### config.mk
export PLATFORM = sky130hd
export DESIGN_NAME = euclid_job_ctrl
export DESIGN_NICKNAME = d
export VERILOG_FILES = /design/src/rtl/euclid_pkg.sv /design/src/rtl/euclid_sync_fifo.sv /design/src/rtl/euclid_job_ctrl.sv
export SDC_FILE = /design/constraint.sdc
export NUM_CORES = 2
export LEC_CHECK = 0
export ABC_AREA = 1
export ABC_CLOCK_PERIOD_IN_PS = 10000
export CAP_MARGIN = 20
export CELL_PAD_IN_SITES_DETAIL_PLACEMENT = 1
export CELL_PAD_IN_SITES_GLOBAL_PLACEMENT = 2
export CORE_AREA = 2 2 445 447
export DETAILED_ROUTE_END_ITERATION = 6
export DIE_AREA = 0 0 447 449
export DONT_BUFFER_PORTS = 1
export HOLD_SLACK_MARGIN = 0.02
export PLACE_DENSITY = 0.77
export SETUP_SLACK_MARGIN = 0.02
export SYNTH_ARGS = -nofsm -noshare
export SYNTH_HDL_FRONTEND = slang
export SYNTH_HIERARCHICAL = 1
export SYNTH_SLANG_ARGS = --single-unit
export TNS_END_PERCENT = 50
### constraint.sdc
create_clock -name clk -period 10 [get_ports clk]
set_input_delay 2 -clock clk [delete_from_list [all_inputs] [get_ports clk]]
set_output_delay 2 -clock clk [all_outputs]
set_load 0.01 [all_outputs]
### src/rtl/euclid_pkg.sv
// Shared definitions for the euclid job controller: register map, CMD and
// STATUS bit positions, and the job record carried through the job FIFO.
package euclid_pkg;

    localparam logic [3:0] REG_X1     = 4'd0;
    localparam logic [3:0] REG_X2     = 4'd1;
    localparam logic [3:0] REG_Y1     = 4'd2;
    localparam logic [3:0] REG_Y2     = 4'd3;
    localparam logic [3:0] REG_CMD    = 4'd4;
    localparam logic [3:0] REG_STATUS = 4'd5;
    localparam logic [3:0] REG_RESULT = 4'd6;
    localparam logic [3:0] REG_TOTAL  = 4'd7;

    localparam int CMD_PUSH  = 0;
    localparam int CMD_CLEAR = 1;

    localparam int ST_JOB_CNT_LSB = 0;
    localparam int ST_RES_CNT_LSB = 8;
    localparam int ST_INFL_LSB    = 16;
    localparam int ST_JOB_FULL    = 24;
    localparam int ST_RES_EMPTY   = 25;
    localparam int ST_OVF         = 26;
    localparam int ST_UNF         = 27;
    localparam int ST_BUSY        = 28;

    localparam int JOB_W = 128;

    typedef struct packed {
        logic [31:0] x1;
        logic [31:0] x2;
        logic [31:0] y1;
        logic [31:0] y2;
    } job_t;

endpackage

### src/rtl/euclid_sync_fifo.sv
// Single-clock FIFO with occupancy count and a synchronous flush that
// overrides any push or pop in the same cycle.
module euclid_sync_fifo #(
    parameter int WIDTH = 32,
    parameter int DEPTH = 8
) (
    input  logic                     clk,
    input  logic                     reset,
    input  logic                     flush,
    input  logic                     push,
    input  logic                     pop,
    input  logic [WIDTH-1:0]         wdata,
    output logic [WIDTH-1:0]         rdata,
    output logic [$clog2(DEPTH):0]   count,
    output logic                     full,
    output logic                     empty
);

    localparam int AW = (DEPTH > 1) ? $clog2(DEPTH) : 1;
    localparam int CW = $clog2(DEPTH) + 1;

    logic [WIDTH-1:0] mem [DEPTH];
    logic [AW-1:0]    wr_ptr_q, wr_ptr_d;
    logic [AW-1:0]    rd_ptr_q, rd_ptr_d;
    logic [CW-1:0]    count_q, count_d;
    logic             do_push, do_pop;

    assign full    = (count_q == CW'(DEPTH));
    assign empty   = (count_q == '0);
    assign count   = count_q;
    assign rdata   = mem[rd_ptr_q];
    assign do_push = push && !full && !flush;
    assign do_pop  = pop && !empty && !flush;

    always_comb begin
        wr_ptr_d = wr_ptr_q;
        rd_ptr_d = rd_ptr_q;
        count_d  = count_q;
        if (flush) begin
            wr_ptr_d = '0;
            rd_ptr_d = '0;
            count_d  = '0;
        end else begin
            if (do_push) begin
                wr_ptr_d = (wr_ptr_q == AW'(DEPTH - 1)) ? '0 : wr_ptr_q + 1'b1;
            end
            if (do_pop) begin
                rd_ptr_d = (rd_ptr_q == AW'(DEPTH - 1)) ? '0 : rd_ptr_q + 1'b1;
            end
            count_d = count_q + CW'(do_push) - CW'(do_pop);
        end
    end

    always_ff @(posedge clk or negedge reset) begin
        if (!reset) begin
            wr_ptr_q <= '0;
            rd_ptr_q <= '0;
            count_q  <= '0;
        end else begin
            wr_ptr_q <= wr_ptr_d;
            rd_ptr_q <= rd_ptr_d;
            count_q  <= count_d;
        end
    end

    // Storage needs no reset: the count alone decides what is readable.
    always_ff @(posedge clk) begin
        if (do_push) begin
            mem[wr_ptr_q] <= wdata;
        end
    end

endmodule

### src/rtl/euclid_job_ctrl.sv
// Avalon-MM job scheduler feeding one shared euclid_dist datapath: staged
// point quads go through a job FIFO, results come back through a result FIFO.
module euclid_job_ctrl
    import euclid_pkg::*;
#(
    parameter int JOB_DEPTH = 8,
    parameter int RES_DEPTH = 8,
    parameter int DIST_LAT  = 4
) (
    input  logic        clk,
    input  logic        reset,
    input  logic        slaveread,
    input  logic        slavewrite,
    input  logic [3:0]  slaveaddress,
    input  logic [31:0] slavewritedata,
    output logic [31:0] slavereaddata,
    output logic        slavereaddatavalid,
    output logic        slavewaitrequest,
    output logic [31:0] dp_x1,
    output logic [31:0] dp_x2,
    output logic [31:0] dp_y1,
    output logic [31:0] dp_y2,
    input  logic [31:0] dp_dist
);

    localparam int JCW = $clog2(JOB_DEPTH) + 1;
    localparam int RCW = $clog2(RES_DEPTH) + 1;

    logic [31:0]         x1_q, x1_d, x2_q, x2_d, y1_q, y1_d, y2_q, y2_d;
    logic [31:0]         dp_x1_q, dp_x1_d, dp_x2_q, dp_x2_d;
    logic [31:0]         dp_y1_q, dp_y1_d, dp_y2_q, dp_y2_d;
    logic [31:0]         total_q, total_d;
    logic [31:0]         rdata_q, rdata_d;
    logic                rvalid_q, rvalid_d;
    logic                ovf_q, ovf_d, unf_q, unf_d;
    logic [DIST_LAT-1:0] vld_sr_q, vld_sr_d;
    logic [7:0]          infl_q, infl_d;

    logic                wr_cmd, wr_status, rd_result, clear, push_req;
    logic                job_push, issue, tail, capture, res_pop;
    logic                job_full, job_empty, res_full, res_empty;
    logic [JCW-1:0]      job_count;
    logic [RCW-1:0]      res_count;
    logic [JOB_W-1:0]    job_rdata;
    logic [31:0]         res_rdata;
    job_t                job_in, job_head;
    logic [31:0]         status_word;

    assign wr_cmd    = slavewrite && (slaveaddress == REG_CMD);
    assign wr_status = slavewrite && (slaveaddress == REG_STATUS);
    assign rd_result = slaveread && (slaveaddress == REG_RESULT);
    assign clear     = wr_cmd && slavewritedata[CMD_CLEAR];
    assign push_req  = wr_cmd && slavewritedata[CMD_PUSH] && !clear;
    assign job_push  = push_req && !job_full;
    assign res_pop   = rd_result && !res_empty;
    assign tail      = vld_sr_q[DIST_LAT-1];
    assign capture   = tail && !clear;

    // Credit: a job only leaves when its result is guaranteed a slot.
    assign issue = !job_empty && !clear &&
                   ((9'(infl_q) + 9'(res_count)) < 9'(RES_DEPTH));

    assign job_in   = '{x1: x1_q, x2: x2_q, y1: y1_q, y2: y2_q};
    assign job_head = job_rdata;

    euclid_sync_fifo #(.WIDTH(JOB_W), .DEPTH(JOB_DEPTH)) u_job_fifo (
        .clk(clk), .reset(reset), .flush(clear),
        .push(job_push), .pop(issue), .wdata(job_in), .rdata(job_rdata),
        .count(job_count), .full(job_full), .empty(job_empty)
    );

    euclid_sync_fifo #(.WIDTH(32), .DEPTH(RES_DEPTH)) u_res_fifo (
        .clk(clk), .reset(reset), .flush(clear),
        .push(capture), .pop(res_pop), .wdata(dp_dist), .rdata(res_rdata),
        .count(res_count), .full(res_full), .empty(res_empty)
    );

    always_comb begin
        status_word = '0;
        status_word[ST_JOB_CNT_LSB +: 8] = 8'(job_count);
        status_word[ST_RES_CNT_LSB +: 8] = 8'(res_count);
        status_word[ST_INFL_LSB +: 8]    = infl_q;
        status_word[ST_JOB_FULL]         = job_full;
        status_word[ST_RES_EMPTY]        = res_empty;
        status_word[ST_OVF]              = ovf_q;
        status_word[ST_UNF]              = unf_q;
        status_word[ST_BUSY]             = (infl_q != 8'd0) || !job_empty;
    end

    always_comb begin
        x1_d    = x1_q;
        x2_d    = x2_q;
        y1_d    = y1_q;
        y2_d    = y2_q;
        dp_x1_d = dp_x1_q;
        dp_x2_d = dp_x2_q;
        dp_y1_d = dp_y1_q;
        dp_y2_d = dp_y2_q;
        if (slavewrite) begin
            case (slaveaddress)
                REG_X1:  x1_d = slavewritedata;
                REG_X2:  x2_d = slavewritedata;
                REG_Y1:  y1_d = slavewritedata;
                REG_Y2:  y2_d = slavewritedata;
                default: ;
            endcase
        end
        if (issue) begin
            dp_x1_d = job_head.x1;
            dp_x2_d = job_head.x2;
            dp_y1_d = job_head.y1;
            dp_y2_d = job_head.y2;
        end
    end

    // Pipeline tracking, statistics and sticky flags; CLEAR kills everything
    // in flight, including a capture that would land this very cycle.
    always_comb begin
        vld_sr_d = (vld_sr_q << 1) | DIST_LAT'(issue);
        infl_d   = infl_q + 8'(issue) - 8'(tail);
        total_d  = total_q + 32'(capture);
        if (clear) begin
            vld_sr_d = '0;
            infl_d   = '0;
            total_d  = '0;
        end
        ovf_d = (push_req && job_full) ||
                (ovf_q && !(wr_status && slavewritedata[ST_OVF]));
        unf_d = (rd_result && res_empty) ||
                (unf_q && !(wr_status && slavewritedata[ST_UNF]));
    end

    always_comb begin
        rvalid_d = slaveread;
        rdata_d  = '0;
        if (slaveread) begin
            case (slaveaddress)
                REG_X1:     rdata_d = x1_q;
                REG_X2:     rdata_d = x2_q;
                REG_Y1:     rdata_d = y1_q;
                REG_Y2:     rdata_d = y2_q;
                REG_STATUS: rdata_d = status_word;
                REG_RESULT: rdata_d = res_empty ? 32'd0 : res_rdata;
                REG_TOTAL:  rdata_d = total_q;
                default:    rdata_d = '0;
            endcase
        end
    end

    always_ff @(posedge clk or negedge reset) begin
        if (!reset) begin
            x1_q     <= '0;
            x2_q     <= '0;
            y1_q     <= '0;
            y2_q     <= '0;
            dp_x1_q  <= '0;
            dp_x2_q  <= '0;
            dp_y1_q  <= '0;
            dp_y2_q  <= '0;
            total_q  <= '0;
            rdata_q  <= '0;
            rvalid_q <= 1'b0;
            ovf_q    <= 1'b0;
            unf_q    <= 1'b0;
            vld_sr_q <= '0;
            infl_q   <= '0;
        end else begin
            x1_q     <= x1_d;
            x2_q     <= x2_d;
            y1_q     <= y1_d;
            y2_q     <= y2_d;
            dp_x1_q  <= dp_x1_d;
            dp_x2_q  <= dp_x2_d;
            dp_y1_q  <= dp_y1_d;
            dp_y2_q  <= dp_y2_d;
            total_q  <= total_d;
            rdata_q  <= rdata_d;
            rvalid_q <= rvalid_d;
            ovf_q    <= ovf_d;
            unf_q    <= unf_d;
            vld_sr_q <= vld_sr_d;
            infl_q   <= infl_d;
        end
    end

    assign slavereaddata      = rdata_q;
    assign slavereaddatavalid = rvalid_q;
    assign slavewaitrequest   = 1'b0;
    assign dp_x1              = dp_x1_q;
    assign dp_x2              = dp_x2_q;
    assign dp_y1              = dp_y1_q;
    assign dp_y2              = dp_y2_q;

endmodule

==> Yosys cells after proc, flatten, opt, wreduce, memory -nomap -nowiden <==
Memory sizes are Yosys's and may differ from the RTL's. A register that Yosys moved wholly into a read port is not among the register bits.
Index checks and enable logic that the tools add are counted.
Widths: inputs -> output; s select.
{ "word_totals": {"out_inout_bits": 162, "reg_bits": 227, "input_bits": 72, "memories": 2, "ram_bits": 1280} }
{ "op_classes": {"n_bitwise": 1, "reduce_logical": 48, "n_addsub": 12, "mux": 24, "eq_ne": 13, "n_lt_le_gt_ge": 1} }
{ "mem_list": {"columns": ["memory", "depth", "width", "rd", "rd_clocked_by_memory_dff", "write_ports", "line", "rtl"], "rows": [
  ["u_job_fifo.mem", 8, 128, 1, 1, 1, "euclid_sync_fifo.sv:22", "logic [WIDTH-1:0] mem [DEPTH];"],
  ["u_res_fifo.mem", 8, 32, 1, 0, 1, "euclid_sync_fifo.sv:22", null]
]} }
{ "ops": {"columns": ["cell", "count"], "rows": [
  ["$pmux 32 s7", 1],
  ["$mux 32", 3],
  ["$mux 3", 12],
  ["$add 32x1->32", 1],
  ["$logic_and 1x1->1", 25],
  ["$eq 4x3->1 const B", 4],
  ["$add 3x1->3 const B", 4],
  ["$eq 3x3->1 const B", 4],
  ["$logic_not 4->1", 3],
  ["$mux 4", 3],
  ["$add 8x4->9", 1],
  ["$lt 9x4->1 const B", 1],
  ["$add 4x1->4", 2],
  ["$add 8x1->8", 1],
  ["$eq 4x2->1 const B", 2],
  ["$eq 4x4->1 const B", 2],
  ["$logic_not 1->1", 8],
  ["$mux 8", 1],
  ["$reduce_and 2->1", 4],
  ["$reduce_bool 2->1", 4],
  ["$reduce_bool 8->1", 1],
  ["$sub 4x1->4", 2],
  ["$sub 8x1->8", 1],
  ["$eq 4x1->1 const B", 1],
  ["3 further kinds", 8]
]} }

==> Depth between registers and ports, before layout <==
{ "depth": {"ltp_word": 11, "mapped_depth": 22, "depth_no_buf": 21} }

==> Hierarchy <==
The synthesis kept the hierarchy.
{ "by_module_without_submodules": {"columns": ["mod", "n_inst", "area_each_um2", "seq_area_each_um2", "cells_per_inst"], "rows": [
  ["euclid_sync_fifo (u_job_fifo)", 1, 45367.3, 30999.7, 4513],
  ["euclid_job_ctrl", 1, 14945.6, 8383.0, 1796],
  ["euclid_sync_fifo (u_res_fifo)", 1, 11875.1, 7937.6, 1196]
]} }

==> Least setup slack after synthesis <==
Ideal clock, no wire load.
{ "synth_timing": {"path_type": "input port to flip-flop", "start": "in slavewrite", "end": "mem u_job_fifo/mem[6][0] (netlist name) (enable)", "slack_ns": -2.524, "stages": 7, "arrival_time_ns": 11.750, "required_time_ns": 9.227, "cell_sequence": "buf_2 nand4_4 inv_2 buf_1 inv_1 nand3_1 nor3_1"} }
{ "synth_via": {"elab_chain_cells": 9, "word_cells_on_any_way": 10} }
{ "synth_lines": {"columns": ["item", "line", "rtl"], "rows": [
  ["start, declared", "euclid_job_ctrl.sv:13", "input logic slavewrite,"],
  ["$logic_and 1x1->1 *", "euclid_job_ctrl.sv:49", "assign wr_cmd = slavewrite && (slaveaddress == REG_CMD);"],
  ["$logic_and 1x1->1 *", "euclid_job_ctrl.sv:52", "assign clear = wr_cmd && slavewritedata[CMD_CLEAR];"],
  ["net clear", "euclid_job_ctrl.sv:39", "logic wr_cmd, wr_status, rd_result, clear, push_req;"],
  ["$logic_not 1->1 *", "euclid_sync_fifo.sv:32, euclid_job_ctrl.sv:53", null],
  ["$logic_and 1x1->1", "euclid_job_ctrl.sv:53", "assign push_req = wr_cmd && slavewritedata[CMD_PUSH] && !clear;"],
  ["$logic_and 1x1->1", "euclid_job_ctrl.sv:54", "assign job_push = push_req && !job_full;"],
  ["$logic_and 1x1->1", "euclid_sync_fifo.sv:32", "assign do_push = push && !full && !flush;"],
  ["$logic_and 1x1->1 *", "euclid_sync_fifo.sv:32", null],
  ["$mux 1 *", "euclid_sync_fifo.sv:68", "if (do_push) begin"],
  ["$mux 1 (not written as such) *", "euclid_sync_fifo.sv:69", "mem[wr_ptr_q] <= wdata;"],
  ["end, declared", "euclid_sync_fifo.sv:22", null]
]} }
The timed path passes the listed nets; every way through them passes the cells marked *.

==> Worst setup path after layout <==
{ "layout_timing": {"start": "in slaveaddress[2]", "end": "mem u_job_fifo/mem[3][18] (netlist name) (enable)"} }
{ "layout_via": {"elab_chain_cells": 10, "word_cells_on_any_way": 11} }
{ "layout_lines": {"columns": ["item", "line", "rtl"], "rows": [
  ["start, declared", "euclid_job_ctrl.sv:14", "input logic [3:0] slaveaddress,"],
  ["$eq 4x3->1 *", "euclid_job_ctrl.sv:49", null],
  ["$logic_and 1x1->1 *", "euclid_job_ctrl.sv:49", null],
  ["$logic_and 1x1->1", "euclid_job_ctrl.sv:52", null],
  ["$logic_not 1->1", "euclid_sync_fifo.sv:32, euclid_job_ctrl.sv:53", null],
  ["$logic_and 1x1->1", "euclid_job_ctrl.sv:53", null],
  ["$logic_and 1x1->1", "euclid_job_ctrl.sv:54", null],
  ["$logic_and 1x1->1", "euclid_sync_fifo.sv:32", null],
  ["$logic_and 1x1->1 *", "euclid_sync_fifo.sv:32", null],
  ["$mux 1 *", "euclid_sync_fifo.sv:68", null],
  ["$mux 1 (not written as such) *", "euclid_sync_fifo.sv:69", null]
]} }
Every way passes the cells marked *; elsewhere a longest branch is shown, timed or not.

==> flow_summary.toml <==
[clock_network]
cts.sinks = 1635
htreeDepth = 4
insertion_delay_ns = 0.84
root_buffer = "clkbuf_16"
cts_resized = 0
clk_pin_slew_ns = 0.05
cts_made_buffers = 180
cts_hold_buf = 0
post_cts_buffers = 0
max-clock-path-buffers = 3
tritoncts = "done"

[timing]
period_share_pct = 52.4
timing.hold.ws_ns = 0.481
setup_violations = 0
min_period_ns = 5.24
worst_slew_pin_slew_ns = 1.34
rsz0062_at_grt = "false"
slew_violations = 0
fmax_mhz = 191
fin_worst_skew_ns = 0.0280
finalHoldViolCount = 0
slew_headroom_pct = 10.9

[hold_path]
min_path_type = "flop to flop"
hp-start = "vld_sr_q[2]$_DFF_PN0_"

[global_routing]
grt.total_usage_pct = 23.2
grt_pass1_wl_um = 345000
grt_antenna_before_repair = 11
grt_overflow = 0
grt_max_degree = 356
grt_pass1_vias = 52417

[power]
p_per_area_nw_per_um2 = 258
p_leak_uw = 0.0368
worst_ir_drop_vdd_mv = 0.226

[finish]
drive_gt1_share_pct = 4.99
largest_reg_flops = 1024
top_regs = "u_job_fifo/mem x1024, u_res_fifo/mem x256"
nNetsFinal = 7532
top_register = "u_job_fifo/mem"
layoutNonFillerInstCount = 10219
nFillCells = 22155
area_delta_synth_final_pct = 11.0

[setup_path]
cp_top_family = "buffers and inverters"
cp.required_ns = 10.45
cp_data_arrival_time_ns = 5.68
crit_chain = "inv_1 > nor2_4 > nand4_4 > inv_2 > inv_1 > nand3_1 > nor3_2 > buf_4 > buf_4"
crit_slowest_cell = "buf_4"
cp-end-kind = "flop"
cp_slowest_stage_delay_ns = 0.86
startpoint_type = "primary input"
crit_buf_inv = 5
r2r-start = "u_res_fifo/count[3]$_DFF_PN0_"
startpoint = "slaveaddress[2]"
worst-setup-path-type = "primary input to flop"
cp_max_fo = 50

[logic_synthesis]
ys.warnings.count = 6
netlist_instances = 7504
avgSynthCellArea_um2 = 9.62
syn_area_um2 = 72200
synth_nets = 7618

[detailed_routing]
routed_via_density = 4.92
wl_per_cell_um = 22.8
finalWirelength_um = 233000
drc = 0
dr_total_vias = 50257
first_iter_violations = 3189
ant_nets = 0
dr.pass1.iters = 5

[placement]
place_congestion = 0.843
io_buffers = 0
dp_cells = 9876
place_hpwl_um = 141000

[die]
fp.dieH_um = 449
initial_core_util_pct = 36.8
ios = 234
die_w_um = 447
core_um2 = 196000
rows = 163
dieArea_um2 = 201000

[run]
maxCapViolCount = 0

[outcome]
status = "finished, final reports clean"
-- power breakdown --
part	switching [uW]	leakage, uW	total [uW]	internal [uW]
registers	931	0.0162	8940	8010
logic	3810	0.0177	5080	1270
clock network	2840	0.00287	6640	3800
-- path summary, 6_finish.rpt --
path | to | slack (ns) | cells past startpoint
max | u_job_fifo/mem[3][18]$_DFFE_PP_ | 4.76 | 9
min | vld_sr_q[3]$_DFF_PN0_ | 0.48 | 2
max reg2reg | infl_q[4]$_DFF_PN0_ | 5.53 | 19
min reg2reg | vld_sr_q[3]$_DFF_PN0_ | 0.48 | 2
max in group asynchronous | u_job_fifo/rd_ptr_q[1]$_DFFE_PN0P_ | 7.89 | 0
min in group asynchronous | dp_y1[23]$_DFFE_PN0P_ | 0.87 | 0
-- cell usage in the layout, fill, tap and decap left out, types with 32 or more instances in the layout --
cell / count
nand3_1: 820
clkbuf_1: 43
nor2_1: 112
nand2_1: 2729
clkinv_1: 32
inv_1: 1436
edfxtp_1: 1280
dfrtp_1: 350
clkbuf_16: 183
clkinv_2: 35
buf_4: 66
a21oi_1: 82
o21ai_0: 178
ha_1: 39
-- per-stage QoR --
stage | worst slack [ns] | area (um^2) | power, uW | setup TNS [ns] | utilization (%)
floorplan | -2.52 | 72200 | 12200 | -2583.89 | -
global placement | 3.99 | 74300 | 14100 | 0 | 37.9
detailed placement | 3.86 | 74300 | 14200 | 0 | 37.9
CTS | 4.77 | 80100 | 20900 | 0 | 40.8
global route | 4.55 | 80100 | 21700 | 0 | 40.8
finish | 4.76 | 80100 | 20700 | 0 | 40.8
-- final cells by class --
type	instances	area [um^2]	share of cell area, %
clock inverter	102	1010	1.26
timing repair buffer	73	636	0.793
sequential	1635	47300	59.1
antenna	7	17.5	0.0219
multi-input combinational	4083	17500	21.9
inverter	1445	5450	6.80
clock buffer	234	4850	6.05
tap	2640	3300	4.12
-- worst register-to-register path, stage by stage (launching register included) --
cell and delay, ns:
dfrtp_1 0.43, ha_1 0.39, nand2_1 0.12, nor2_1 0.11, nand3_1 0.12, nand3_1 0.10
nand2_1 0.09, nor2_4 0.12, buf_4 0.48, nand2_8 0.58, ha_1 0.56, inv_1 0.05
ha_1 0.21, fa_1 0.41, nand2_1 0.09, inv_1 0.05, o21ai_0 0.15, nand2_1 0.10
o21ai_0 0.16, a21oi_1 0.06
-- layer usage --
metal,GRT usage [%],routed length [um]
met3,3.44,11000
met1,28.8,96100
met2,40.4,117000
met5,0,13
met4,9.08,9280
Power figures use the tool's default switching activity.
